### src/rtl/ddr_queue_pkg.sv
// Shared types and sizing helpers for the DDR slot queue manager.
package ddr_queue_pkg;

  typedef enum logic [1:0] {
    ST_IDLE,
    ST_ARB,
    ST_ISSUE,
    ST_WAIT_CPL
  } rd_state_t;

  localparam int unsigned DEF_SLOT_BYTES  = 2048;
  localparam int unsigned DEF_QUEUE_SLOTS = 16;
  localparam int unsigned DESC_LEN_W      = 16;
  localparam int unsigned DESC_STRB_W     = 8;

  // Width needed to hold an occupancy of 0..slots inclusive.
  function automatic int unsigned level_width(input int unsigned slots);
    return $clog2(slots + 1);
  endfunction

  function automatic int unsigned ptr_width(input int unsigned entries);
    return (entries > 1) ? $clog2(entries) : 1;
  endfunction

  function automatic longint unsigned region_bytes(input int unsigned slot_bytes,
                                                   input int unsigned slots);
    return longint'(slot_bytes) * longint'(slots);
  endfunction

endpackage

### src/rtl/ddr_desc_fifo.sv
// Per-queue FIFO of completed-write descriptors awaiting read-back.
module ddr_desc_fifo
  import ddr_queue_pkg::*;
#(
  parameter int unsigned DEPTH = DEF_QUEUE_SLOTS,
  parameter int unsigned WIDTH = 56
) (
  input  logic             clk,
  input  logic             rst_n,
  input  logic             push,
  input  logic [WIDTH-1:0] din,
  input  logic             pop,
  output logic [WIDTH-1:0] dout,
  output logic             empty
);

  localparam int unsigned PW = ptr_width(DEPTH);
  localparam int unsigned CW = level_width(DEPTH);

  logic [WIDTH-1:0] mem [DEPTH];
  logic [PW-1:0]    wr_ptr;
  logic [PW-1:0]    rd_ptr;
  logic [CW-1:0]    count;
  logic             push_ok;
  logic             pop_ok;

  assign empty   = (count == '0);
  assign dout    = mem[rd_ptr];
  assign push_ok = push && (count != CW'(DEPTH));
  assign pop_ok  = pop && !empty;

  always_ff @(posedge clk) begin
    if (push_ok) mem[wr_ptr] <= din;
  end

  always_ff @(posedge clk or negedge rst_n) begin
    if (!rst_n) begin
      wr_ptr <= '0;
      rd_ptr <= '0;
      count  <= '0;
    end else begin
      if (push_ok) wr_ptr <= (wr_ptr == PW'(DEPTH - 1)) ? '0 : wr_ptr + 1'b1;
      if (pop_ok)  rd_ptr <= (rd_ptr == PW'(DEPTH - 1)) ? '0 : rd_ptr + 1'b1;
      if (push_ok && !pop_ok)      count <= count + 1'b1;
      else if (pop_ok && !push_ok) count <= count - 1'b1;
    end
  end

endmodule

### src/rtl/ddr_queue_manager.sv
// DDR slot allocator and round-robin read-back scheduler for one-hot queues.
// Define DDR_QUEUE_STATS_EN to build the saturating allocation-stall counter.
module ddr_queue_manager
  import ddr_queue_pkg::*;
#(
  parameter logic [31:0] C_M_TARGET_SLAVE_BASE_ADDR = 32'h00000000,
  parameter int unsigned C_M_AXI_ADDR_WIDTH         = 32,
  parameter int unsigned P_DDR_LOCAL_QUEUE          = 4,
  parameter int unsigned P_SLOT_BYTES               = DEF_SLOT_BYTES,
  parameter int unsigned P_QUEUE_SLOTS              = DEF_QUEUE_SLOTS
) (
  input  logic                                                   M_AXI_ACLK,
  input  logic                                                   M_AXI_ARESETN,
  input  logic                                                   i_wr_ddr_valid,
  input  logic [15:0]                                            i_wr_ddr_len,
  input  logic [P_DDR_LOCAL_QUEUE-1:0]                           i_wr_ddr_queue,
  output logic [C_M_AXI_ADDR_WIDTH-1:0]                          o_wr_ddr_addr,
  output logic                                                   o_wr_ddr_ready,
  input  logic                                                   i_wr_ddr_cpl_valid,
  output logic                                                   o_wr_ddr_cpl_ready,
  input  logic [P_DDR_LOCAL_QUEUE-1:0]                           i_wr_ddr_cpl_queue,
  input  logic [15:0]                                            i_wr_ddr_cpl_len,
  input  logic [C_M_AXI_ADDR_WIDTH-1:0]                          i_wr_ddr_cpl_addr,
  input  logic [7:0]                                             i_wr_ddr_cpl_strb,
  output logic [C_M_AXI_ADDR_WIDTH-1:0]                          o_rd_ddr_addr,
  output logic [15:0]                                            o_rd_ddr_len,
  output logic [7:0]                                             o_rd_ddr_strb,
  output logic                                                   o_rd_ddr_valid,
  input  logic                                                   i_rd_ddr_ready,
  input  logic                                                   i_rd_ddr_cpl,
  output logic [P_DDR_LOCAL_QUEUE*level_width(P_QUEUE_SLOTS)-1:0] o_queue_level,
  output logic                                                   o_len_err,
  output logic [31:0]                                            o_stall_cnt
);

  localparam int unsigned NQ = P_DDR_LOCAL_QUEUE;
  localparam int unsigned AW = C_M_AXI_ADDR_WIDTH;
  localparam int unsigned LW = level_width(P_QUEUE_SLOTS);
  localparam int unsigned PW = ptr_width(P_QUEUE_SLOTS);
  localparam int unsigned QW = ptr_width(NQ);
  localparam int unsigned DW = AW + DESC_LEN_W + DESC_STRB_W;
  localparam logic [AW-1:0] SLOT_SZ   = AW'(P_SLOT_BYTES);
  localparam logic [AW-1:0] REGION_SZ = AW'(region_bytes(P_SLOT_BYTES, P_QUEUE_SLOTS));

  rd_state_t        state;
  logic [LW-1:0]    occ       [NQ];
  logic [PW-1:0]    alloc_ptr [NQ];
  logic [PW-1:0]    rd_ptr    [NQ];
  logic [QW-1:0]    wr_idx;
  logic [QW-1:0]    rd_sel;
  logic [QW-1:0]    rr_next;
  logic [QW-1:0]    rr_pick;
  logic [QW-1:0]    cand;
  logic [NQ-1:0]    alloc_hit;
  logic [NQ-1:0]    rel_hit;
  logic [NQ-1:0]    fifo_push;
  logic [NQ-1:0]    fifo_pop;
  logic [NQ-1:0]    fifo_empty;
  logic [DW-1:0]    fifo_dout [NQ];
  logic [DW-1:0]    cpl_desc;

  always_comb begin
    wr_idx = '0;
    for (int unsigned i = 0; i < NQ; i++) begin
      if (i_wr_ddr_queue[i]) wr_idx = QW'(i);
    end
  end

  assign o_wr_ddr_ready = i_wr_ddr_valid && $onehot(i_wr_ddr_queue) &&
                          (occ[wr_idx] < LW'(P_QUEUE_SLOTS));
  assign o_wr_ddr_addr  = AW'(C_M_TARGET_SLAVE_BASE_ADDR) + AW'(wr_idx) * REGION_SZ +
                          AW'(alloc_ptr[wr_idx]) * SLOT_SZ;

  assign cpl_desc  = {i_wr_ddr_cpl_addr, i_wr_ddr_cpl_len, i_wr_ddr_cpl_strb};
  assign fifo_push = (i_wr_ddr_cpl_valid && o_wr_ddr_cpl_ready && $onehot(i_wr_ddr_cpl_queue))
                     ? i_wr_ddr_cpl_queue : '0;
  assign fifo_pop  = (state == ST_ISSUE && o_rd_ddr_valid && i_rd_ddr_ready)
                     ? (NQ'(1) << rd_sel) : '0;

  for (genvar g = 0; g < NQ; g++) begin : g_queue
    ddr_desc_fifo #(
      .DEPTH (P_QUEUE_SLOTS),
      .WIDTH (DW)
    ) u_fifo (
      .clk   (M_AXI_ACLK),
      .rst_n (M_AXI_ARESETN),
      .push  (fifo_push[g]),
      .din   (cpl_desc),
      .pop   (fifo_pop[g]),
      .dout  (fifo_dout[g]),
      .empty (fifo_empty[g])
    );
    assign o_queue_level[g*LW +: LW] = occ[g];
  end

  // Scan from the farthest offset down so the nearest non-empty queue after rr_next wins.
  always_comb begin
    rr_pick = rr_next;
    cand    = '0;
    for (int unsigned k = NQ; k > 0; k--) begin
      cand = QW'((32'(rr_next) + k - 1) % NQ);
      if (!fifo_empty[cand]) rr_pick = cand;
    end
  end

  always_comb begin
    alloc_hit = '0;
    rel_hit   = '0;
    if (o_wr_ddr_ready) alloc_hit[wr_idx] = 1'b1;
    if (state == ST_WAIT_CPL && i_rd_ddr_cpl) rel_hit[rd_sel] = 1'b1;
  end

  always_ff @(posedge M_AXI_ACLK or negedge M_AXI_ARESETN) begin
    if (!M_AXI_ARESETN) begin
      state              <= ST_IDLE;
      rd_sel             <= '0;
      rr_next            <= '0;
      o_rd_ddr_valid     <= 1'b0;
      o_rd_ddr_addr      <= '0;
      o_rd_ddr_len       <= '0;
      o_rd_ddr_strb      <= '0;
      o_wr_ddr_cpl_ready <= 1'b0;
    end else begin
      o_wr_ddr_cpl_ready <= 1'b1;
      case (state)
        ST_IDLE: if (!(&fifo_empty)) state <= ST_ARB;
        ST_ARB: begin
          rd_sel  <= rr_pick;
          rr_next <= (32'(rr_pick) == NQ - 1) ? '0 : rr_pick + 1'b1;
          state   <= ST_ISSUE;
        end
        ST_ISSUE: begin
          if (!o_rd_ddr_valid) begin
            {o_rd_ddr_addr, o_rd_ddr_len, o_rd_ddr_strb} <= fifo_dout[rd_sel];
            o_rd_ddr_valid <= 1'b1;
          end else if (i_rd_ddr_ready) begin
            o_rd_ddr_valid <= 1'b0;
            state          <= ST_WAIT_CPL;
          end
        end
        ST_WAIT_CPL: if (i_rd_ddr_cpl) state <= ST_IDLE;
        default: state <= ST_IDLE;
      endcase
    end
  end

  always_ff @(posedge M_AXI_ACLK or negedge M_AXI_ARESETN) begin
    if (!M_AXI_ARESETN) begin
      o_len_err <= 1'b0;
      for (int unsigned i = 0; i < NQ; i++) begin
        occ[i]       <= '0;
        alloc_ptr[i] <= '0;
        rd_ptr[i]    <= '0;
      end
    end else begin
      if (o_wr_ddr_ready && (32'(i_wr_ddr_len) > P_SLOT_BYTES)) o_len_err <= 1'b1;
      for (int unsigned i = 0; i < NQ; i++) begin
        if (alloc_hit[i] && !rel_hit[i])                     occ[i] <= occ[i] + 1'b1;
        else if (rel_hit[i] && !alloc_hit[i] && occ[i] != '0) occ[i] <= occ[i] - 1'b1;
        if (alloc_hit[i]) alloc_ptr[i] <= alloc_ptr[i] + 1'b1;
        if (rel_hit[i])   rd_ptr[i]    <= rd_ptr[i] + 1'b1;
      end
    end
  end

`ifdef DDR_QUEUE_STATS_EN
  always_ff @(posedge M_AXI_ACLK or negedge M_AXI_ARESETN) begin
    if (!M_AXI_ARESETN) begin
      o_stall_cnt <= '0;
    end else if (i_wr_ddr_valid && !o_wr_ddr_ready && (o_stall_cnt != '1)) begin
      o_stall_cnt <= o_stall_cnt + 1'b1;
    end
  end
`else
  assign o_stall_cnt = '0;
`endif

endmodule

### config.mk
export PLATFORM = sky130hd
export DESIGN_NAME = ddr_queue_manager
export DESIGN_NICKNAME = d
export VERILOG_FILES = /design/src/rtl/ddr_queue_pkg.sv /design/src/rtl/ddr_desc_fifo.sv /design/src/rtl/ddr_queue_manager.sv
export SDC_FILE = /design/constraint.sdc
export NUM_CORES = 2
export LEC_CHECK = 0
export ABC_AREA = 0
export CORE_ASPECT_RATIO = 1.1
export CORE_MARGIN = 2
export CORE_UTILIZATION = 59
export CTS_BUF_LIST = sky130_fd_sc_hd__clkbuf_8
export DETAILED_ROUTE_END_ITERATION = 10
export HOLD_SLACK_MARGIN = 0.08
export PLACE_DENSITY = 0.72
export SYNTH_ARGS = -nofsm -noshare
export SYNTH_HDL_FRONTEND = slang
export SYNTH_SLANG_ARGS = --single-unit
### constraint.sdc
create_clock -name M_AXI_ACLK -period 9.76 [get_ports M_AXI_ACLK]
set_input_delay 1.952 -clock M_AXI_ACLK [delete_from_list [all_inputs] [get_ports M_AXI_ACLK]]
set_output_delay 1.952 -clock M_AXI_ACLK [all_outputs]
set_load 0.005 [all_outputs]
==> metrics.md <==
| Metric | Value |
|---|---|
| Asr flop ratio synth | `about 4.1%` |
| Critical path fanouts, max | `7` |
| Relative slew slack | `7.24%` |
| Worst EP required | `7.81 ns` |
| Resized Gates After CTS | `0` |
| Synthesized area | `between 0.1 and 0.15 mm^2` |
| Clk slew on worst S/H paths | `around 0.05 ns` |
| Dominant synthesized flop cell | `edfxtp_1` |
| Slew Limit Fails | `0` |
| Switching share of power | `between 30% and 40%` |
| Worst-Margin Slew | `~1.4 ns` |
| Mapped Cells | `between 6000 and 7000` |
| Fraction of layout cells with a size suffix above 1 | `22.0%` |
| Hold WC Path Type | `reg -> reg` |
| RePlAce Congestion | `roughly 0.87` |
| Root buffer cell | `clkbuf_8` |
| First-pass GRT wire length | `523000 um` |
| Filler instances | `about 16000` |
| Max Clk Rate | `between 100 and 150 MHz` |
| Commonest non-fill, non-tap cell in the layout | `edfxtp_1` |
| Clock Skew | `roughly 0.087 ns` |
| Crit end category | `output port` |
| Worst Setup Path Type | `in -> out` |
| P_leak | `51.5 nW` |
| Post-synth top area share | `74.5%` |
| Grt ovf | `0` |
| Worst-skew pair later-pin latency | `about 1.1 ns` |
| Comb power frac | `approximately a quarter` |
| Avg Vias per Cell | `approximately 6.6` |
| Post-synthesis sequential area ratio | `~77%` |
| IO Port Bufs | `roughly 170` |
| Status | `completed` |
| PwrDens | `between 200 and 300 mW/mm^2` |
| TritonCTS sink count | `3737` |
| CTS Buffer Depth | `4` |
| Residual DRC | `0` |
| Top-Level Pins | `230` |
| Die area | `around 0.25 mm^2` |
| Die X-Extent | `~480 um` |
| Pin count of the biggest net entering global routing | `143` |
| Post-DP HPWL | `about 220000 um` |
| Seq pwr share | `46.4%` |
| CP Launch Type | `primary input` |
| Max-Cap Viols | `0` |
| Power share of the clock group | `30.0%` |
| Net switching power | `about 0.012 W` |
| Cell variety after synth | `63` |
| Multi-input logic area | `~0.031 mm^2` |
| H-tree levels | `6` |
| Number of post-CTS setup repair buffers | `0` |
| P&R area growth vs syn | `11.1%` |
| Initial antenna violation count | `20` |
| Drt first-iter violations | `~11000` |
| Setup TNS | `0 ns` |
| CTS Hold Bufs | `0` |
| EDFF count, synth | `between 3000 and 4000` |
| CTS Buf Count | `577` |
| Global Route Usage Sum | `just under 30%` |
| NumNets Final | `7660` |
| Yosys reg bits | `~3700` |
| Routed WL per cell | `32.8 um` |
| Syn. warnings | `0` |
| FF/Latch Area | `approximately 0.11 mm^2` |
| TritonCTS clock tree | `yes` |
| Vias post-DR | `~73000` |
| Num rows | `between 150 and 200` |
| Largest cells by area after synthesis | `edfxtp_1 75%, mux4_2 10%, mux2i_1 3.7%, dfrtp_1 2.7%, a22oi_1 2.2%` |
| Die H | `roughly 520 um` |
| Min Clock Period, post-route | `7.05 ns` |
| WP data arrival | `5.10 ns` |
| Starting Density | `just under 60%` |
| Post-route ant nets | `0` |
| Vias in the first global route | `72500` |
| Routed wire length | `367000 um` |
| Final Hold Vio Count | `0` |
| Period utilization | `between 70 and 80%` |
| Most frequent cells in the layout | `3584 x edfxtp_1, 644 x mux4_2, 617 x clkbuf_8` |
| Power Internal | `roughly 0.028 W` |
| Pwr Total | `0.0402 W` |
| RSZ-0062 raised after global routing | `no` |
| Max rail drop VDD | `0.000284 V` |
| Final setup violation count | `0` |
| Drt first pass iters | `8` |
| Core ar. | `0.243 mm^2` |
| Synth area leader | `edfxtp_1` |
| Syn Area/Cell | `approximately 21 um^2` |
[per-layer routing]
metal,vias up,wire length [um],GRT usage (%)
met5,-,27,0
li1,30100,-,-
met2,4368,175000,45.4
met4,4,17400,13.3
met1,38400,138000,42.3
met3,648,37200,5.28
[cells by family after synthesis]
family	share of synthesized area [%]
muxes	14.0
adders and majority gates	0.676
buffers and inverters	1.74
xor gates and xnor gates	0.346
other	0.00520
DFF	77.2
AOI/OAI and AO/OA	4.35
and+or+nand+nor	1.67
[synth_stat cells (all sizes together) (10+ instances only)]
cell    instances
nor3           34
edfxtp       3584
o21ai          92
inv            48
o32a           48
xor2           19
a31oi          50
mux4          644
nand2b         18
or2            18
a211oi         24
a221oi         45
nor4           11
clkbuf        166
nor2b          37
mux2           41
nor2          113
xnor2          38
nand2         102
ha             62
mux2i         531
a21oi         163
and2           10
a21o           23
nand3          91
a22oi         420
buf           283
dfrtp         153
nand4          37
fa             10
a22o           10
[final timing paths]
kind / from / end / slack, ns / depth (start not counted)
setup / recovery: i_wr_ddr_queue[1] / o_wr_ddr_ready / 2.71 / 11
hold / removal: o_len_err$_DFFE_PN0P_ / o_len_err$_DFFE_PN0P_ / 0.47 / 1
setup reg to reg: g_queue[2].u_fifo.rd_ptr[1]$_DFFE_PN0P_ / o_rd_ddr_len[12]$_DFFE_PN0P_ / 5.25 / 7
hold reg to reg: o_len_err$_DFFE_PN0P_ / o_len_err$_DFFE_PN0P_ / 0.47 / 1
max in group asynchronous: M_AXI_ARESETN / o_rd_ddr_len[15]$_DFFE_PN0P_ / 6.80 / 3
min in group asynchronous: M_AXI_ARESETN / g_queue[3].u_fifo.count[3]$_DFFE_PN0P_ / 0.88 / 1
[power by group through the flow]
stage          Combinational [W]  Clock (W)  Sequential [W]
2_1_floorplan            0.00649          0          0.0185
3_3_place_gp             0.00940          0          0.0189
3_5_place_dp             0.00950          0          0.0190
4_1_cts                  0.00953     0.0122          0.0186
5_1_grt                   0.0100     0.0129          0.0187
6_report                 0.00949     0.0120          0.0187
[stage by stage]
stage,setup WS (ns),hold slack (ns),utilization [%],cells,cell area (um^2)
after CTS,2.71,0.477,65.9,11200,160000
final,2.71,0.473,65.9,11200,160000
after floorplan,1.29,0.441,-,7027,145000
after global placement,2.77,0.464,61.6,10200,150000
after detailed placement,2.73,0.465,61.6,10200,150000
after global routing,2.63,0.492,65.9,11200,160000
[registers in the layout, summed over array words and instances, names as in the netlist]
name	flops
g_queue.u_fifo.mem	3584
o_rd_ddr_addr	32
g_queue.u_fifo.count	20
o_queue_level	20
alloc_ptr	16
g_queue.u_fifo.rd_ptr	16
g_queue.u_fifo.wr_ptr	16
o_rd_ddr_len	16
o_rd_ddr_strb	8
rd_sel	2
rr_next	2
state	2
o_len_err	1
o_rd_ddr_valid	1
o_wr_ddr_cpl_ready	1
[layout make-up]
cell class	instances	share of cell area [%]
Sequential cell	3737	69.5
Multi-Input combinational cell	2793	19.5
Antenna cell	7	0.0109
Inverter	48	0.112
Clock buffer	617	5.29
Clock inverter	399	1.25
Timing Repair Buffer	345	1.81
Tap cell	3264	2.55
[worst max-delay path, stage by stage]
cell and delay, ns:
clkdlybuf4s50_1 0.67, inv_1 0.14, fa_1 0.52, inv_1 0.04, ha_1 0.18, ha_1 0.29
nand4bb_1 0.27, a21o_1 0.26, a21o_1 0.21, inv_1 0.07, clkdlybuf4s50_1 0.50
Power figures use the tool's default switching activity.
